[config.mk]
export PLATFORM = sky130hd
export DESIGN_NAME = ntm_scalar_adder
export DESIGN_NICKNAME = d
export VERILOG_FILES = /design/src/rtl/ntm_scalar_adder.sv
export SDC_FILE = /design/constraint.sdc
export NUM_CORES = 1
export LEC_CHECK = 0
export BUFFER_PORTS_ARGS = -buffer_cell sky130_fd_sc_hd__clkbuf_2
export CORE_AREA = 2 2 41 43
export DETAILED_ROUTE_END_ITERATION = 10
export DIE_AREA = 0 0 43 45
export PLACE_DENSITY = 0.77
export SLEW_MARGIN = 10
export SYNTH_ARGS = -nofsm -noshare
export SYNTH_HDL_FRONTEND = slang
export SYNTH_SLANG_ARGS = --single-unit
[constraint.sdc]
create_clock -name clk -period 0.8 [get_ports clk]
set_clock_uncertainty 0.15 [all_clocks]
set_input_delay 0.04 -clock clk [delete_from_list [all_inputs] [get_ports clk]]
set_output_delay 0.04 -clock clk [all_outputs]
set_load 0.05 [all_outputs]
[src/rtl/ntm_scalar_adder.sv]
// Registered unsigned scalar adder producing a full-precision (carry-inclusive) sum.
// Define NTM_SCALAR_ADDER_INREG_EN to add an operand register stage (latency 2 instead of 1).
module ntm_scalar_adder #(
   parameter int DATA_SIZE = 8
) (
   input  logic                 clk,
   input  logic                 rst,
   input  logic [DATA_SIZE-1:0] in1,
   input  logic [DATA_SIZE-1:0] in2,
   output logic [DATA_SIZE:0]   out
);

   logic [DATA_SIZE-1:0] op1;
   logic [DATA_SIZE-1:0] op2;
   logic [DATA_SIZE:0]   sum;

`ifdef NTM_SCALAR_ADDER_INREG_EN
   logic [DATA_SIZE-1:0] in1_reg;
   logic [DATA_SIZE-1:0] in2_reg;

   // Operand capture stage ahead of the adder, for timing closure in wide trainers.
   always_ff @(posedge clk or posedge rst) begin
      if (rst) begin
         in1_reg <= '0;
         in2_reg <= '0;
      end else begin
         in1_reg <= in1;
         in2_reg <= in2;
      end
   end

   assign op1 = in1_reg;
   assign op2 = in2_reg;
`else
   assign op1 = in1;
   assign op2 = in2;
`endif

   // Zero-extend both operands so the carry lands in the extra MSB and nothing overflows.
   assign sum = {1'b0, op1} + {1'b0, op2};

   always_ff @(posedge clk or posedge rst) begin
      if (rst) begin
         out <= '0;
      end else begin
         out <= sum;
      end
   end

endmodule

After elaboration in Yosys (flattened, before gate mapping)
Cells that the tools add are included.
- flip-flop bits (word level): 9
- word-level logic and storage cells: 2
- output and inout bits: 9
- add/subtract/negate cells: 1
- operators by type and width (cell ; number):
    adder 8 x 8 -> 9 bit ; 1

Longest topological paths before layout
- word-level depth: 1
- gate-level depth with buffers: 6
- depth with buffers taken out: 6

Worst setup path after synthesis
OpenSTA, ideal clock, no wires.
- path kind: input port to flip-flop
- start point: input port in1[0]
- end point: register out[8]
- path buffers: 0
- stages: 6
- library setup time: 129 ps
- required time: 521 ps
- arrival time: 1080 ps
- path slack: -559 ps
- path through: ha_1 -> fa_1 -> a21oi_1 -> nor2_1 -> nor2_1 -> o21ai_0
- longest elaborated chain between the ends: 1
- RTL lines (element ; line ; RTL):
    start, declared ; 8 ; input logic [DATA_SIZE-1:0] in1,
    adder 8 x 8 -> 9 bit ; 40 ; assign sum = {1'b0, op1} + {1'b0, op2};
    net sum[8] ; 15 ; logic [DATA_SIZE:0] sum;
    end signal, assigned ; 46 ; out <= sum;
    end, declared ; 10 ; output logic [DATA_SIZE:0] out
The timed path passes the listed nets, and every way through them passes these cells.

Worst setup path in the final report
- start point: input port in2[5]
- end point: register out[5]
- longest elaborated chain between the ends: 1
- RTL lines (element ; line ; RTL):
    start, declared ; 9 ; input logic [DATA_SIZE-1:0] in2,
    adder 8 x 8 -> 9 bit ; 40 ;
    net sum[5] ; 15 ;
The timed path passes the listed nets, and every way through them passes these cells.

==> flow_metrics.py <==
metrics = {
    "outcome": {
        "outcome": "finished with violations",
        "violations": "hold timing, setup timing",
    },
    "layout": {
        "layout_common_cells": "clkbuf_2 (15), buf_4 (14), buf_8 (10), dfrtp_1 (9), ha_4 (5)",
        "largest_register_ffs": 9,
        "layout-drive-gt1-share_pct": 58.2,
        "antenna_cells": 0,
        "reg_top3": "out: 9 flops",
        "fin_nets": 126,
        "multi_input_area_um2": 434,
        "layout_commonest_cell": "clkbuf_2",
        "n_fill_cell": 112,
        "area_delta_synth_final_pct": 95.9,
        "ff_latch_area_um2": 225,
        "largest_register": "out",
    },
    "route": {
        "post_drt_wl_per_cell_um": 13.1,
        "dr_total_vias": 563,
        "drt_first_pass_iters": 4,
        "dr.first_iter.drc_count": 2,
        "viasPerCell": 4.94,
        "wirelength_mm": 1.50,
        "drc": 0,
        "ant_nets": 0,
    },
    "clock_network": {
        "cts_num_sinks": 9,
        "cts_tree": "done",
        "cts_buffer_depth": 2,
        "numCtsBuffers": 3,
        "clk_pin_slew_ns": 0.06,
        "cts-root-buf": "clkbuf_4",
        "htreeDepth": 1,
        "postCtsHoldBufs": 1,
    },
    "timing": {
        "period_needed_ns": 1.11,
        "finalSetupViolCount": 15,
        "hold_violations": 2,
        "rsz0062_at_grt": "true",
        "hold_ws_ns": -0.158,
        "fin_ws_ns": -0.308,
        "fmaxAchievable_mhz": 903,
        "relSlewSlack_pct": 76.8,
        "layout_worst_path_cycle_share_pct": 138,
        "slew_violations": 0,
        "worst_pin_slew_ns": 0.347,
    },
    "die": {
        "core_area_um2": 1470,
        "die_h_um": 45,
        "dieArea_um2": 1940,
        "start_util_pct": 37.6,
        "io_pins": 27,
        "die_w_um": 43,
        "fp-row-count": 14,
    },
    "global_routing": {
        "antenna_found_initial": 0,
        "grt_max_degree": 10,
        "grt_usage_pct": 18.0,
        "grt_pass1_vias": 602,
        "gr-total-overflow": 0,
        "grt_first_pass_wirelength_mm": 2.44,
    },
    "worst_setup_path": {
        "path_max_fanout": 4,
        "critPathBufInv": 2,
        "cp-startpoint": "in2[5]",
        "crit_path_end_kind": "flip-flop",
        "slowest_delay_ns": 0.34,
        "cp_data_arrival_time_ns": 1.10,
        "path_depth": 5,
        "cp_top_family": "compound AO/OA/AOI/OAI gates",
        "crit_type": "input port to flip-flop",
        "path_cells": "clkbuf_2, ha_4, inv_2, a311o_1, a311o_1",
        "crit_path_top_delay_cell": "a311o_1",
        "cp.required_ns": 0.79,
        "path_common_cell": "a311o_1",
        "start_kind": "input port",
    },
    "logic_synthesis": {
        "ys.warnings.count": 0,
        "avgSynthCellArea_um2": 10.6,
        "ys_seq_area_share_pct": 40.7,
        "synth_seq_cells": 9,
        "syn_nets": 79,
        "synth_top_area_share_pct": 40.7,
        "synth_area_um2": 553,
        "synth.area.top_cells": "dfrtp_1 (41%), ha_1 (18%), a21oi_1 (4.5%)",
        "yosysTopAreaCell": "dfrtp_1",
        "syn_inst": 52,
        "ys_types": 21,
    },
    "power": {
        "power.density_nw_per_um2": 1830,
        "vdd_drop_max_uv": 1290,
        "p_leak_nw": 0.511,
    },
    "placed_design": {
        "place.port_buffers": 26,
        "globalplace.congestion": 0.729,
        "pre_cts_slack_ns": -0.613,
        "hpwlAfterDp_mm": 1.10,
    },
    "hold_path": {
        "hold_path_depth": 2,
        "hold_path_startpoint": "in2[0]",
        "hold_path_class": "input port to flip-flop",
    },
    "job": {
        "max-cap-violations": 0,
    },
}
==> final timing paths <==
path | end
min in group asynchronous | out[3]
max in group asynchronous | out[6]
hold / removal | out[0]
setup / recovery | out[5]
==> what timing repair did <==
action / in CTS / in global routing
buffers inserted: 1 / 1
endpoints found under the setup margin: 16 / 16
pin swaps: 7 / 2
hold endpoints to repair: 12 / 1
gates resized for setup: 21 / 17
==> per-layer routing <==
metal | share of wire (%) | up-vias | global-route usage (%)
li1 | - | 279 | -
met1 | 36 | 262 | 15.2
met2 | 56 | 18 | 37.6
met3 | 7.2 | 4 | 7.20
met4 | 1.1 | 0 | 5.45
met5 | 0 | - | 0
==> area by class of cell <==
cell class / count / area share, %
Multi-Input combinational cell: 39 / 40.1
Timing Repair Buffer: 42 / 33.5
Sequential cell: 9 / 20.8
Tap cell: 16 / 1.85
Inverter: 4 / 1.39
Clock buffer: 4 / 2.42
==> cells in the mapped netlist (all sizes together) <==
master and instances:
a221oi 1, nor2b 2, dfrtp 9, inv 4, fa 1, a2111oi 1
nand3 2, o21bai 1, nand2 3, a311o 2, nor3 2, nor4 1
mux2i 1, o21ai 1, a21o 2, ha 8, xnor2 2, a21oi 5
nor2 2, xor2 2
==> through the flow <==
step | cell area (um^2) | power [mW] | utilization, % | TNS [ns] | std cells
6_report | 1080 | 1.98 | 73.6 | -3.36 | 114
5_1_grt | 1080 | 2.08 | 73.6 | -3.82 | 114
4_1_cts | 1020 | 1.88 | 69.0 | -3.49 | 113
3_5_place_dp | 877 | 1.38 | 59.6 | -3.88 | 107
3_3_place_gp | 877 | 1.35 | 59.6 | -3.65 | 107
2_1_floorplan | 629 | 1.11 | - | -2.39 | 52
==> cell families (layout without fill, tap and decap cells) <==
group / count (synthesis) / in the layout / share of synthesized area [%]
xor gates and xnor gates: 4 / 4 / 6.34
muxes: 1 / 1 / 1.81
and+or+nand+nor: 12 / 12 / 10.4
buffers and inverters: 4 / 50 / 2.71
adders and majority gates: 9 / 9 / 21.7
AOI/OAI and AO/OA: 13 / 13 / 16.3
DFF: 9 / 9 / 40.7
==> report_power, final <==
part | switching, mW | internal (mW) | leakage (nW)
clock network | 0.156 | 0.192 | 0.0150
logic | 0.551 | 0.494 | 0.391
registers | 0.0550 | 0.536 | 0.105
No activity file was read; power rests on OpenSTA's default activity.
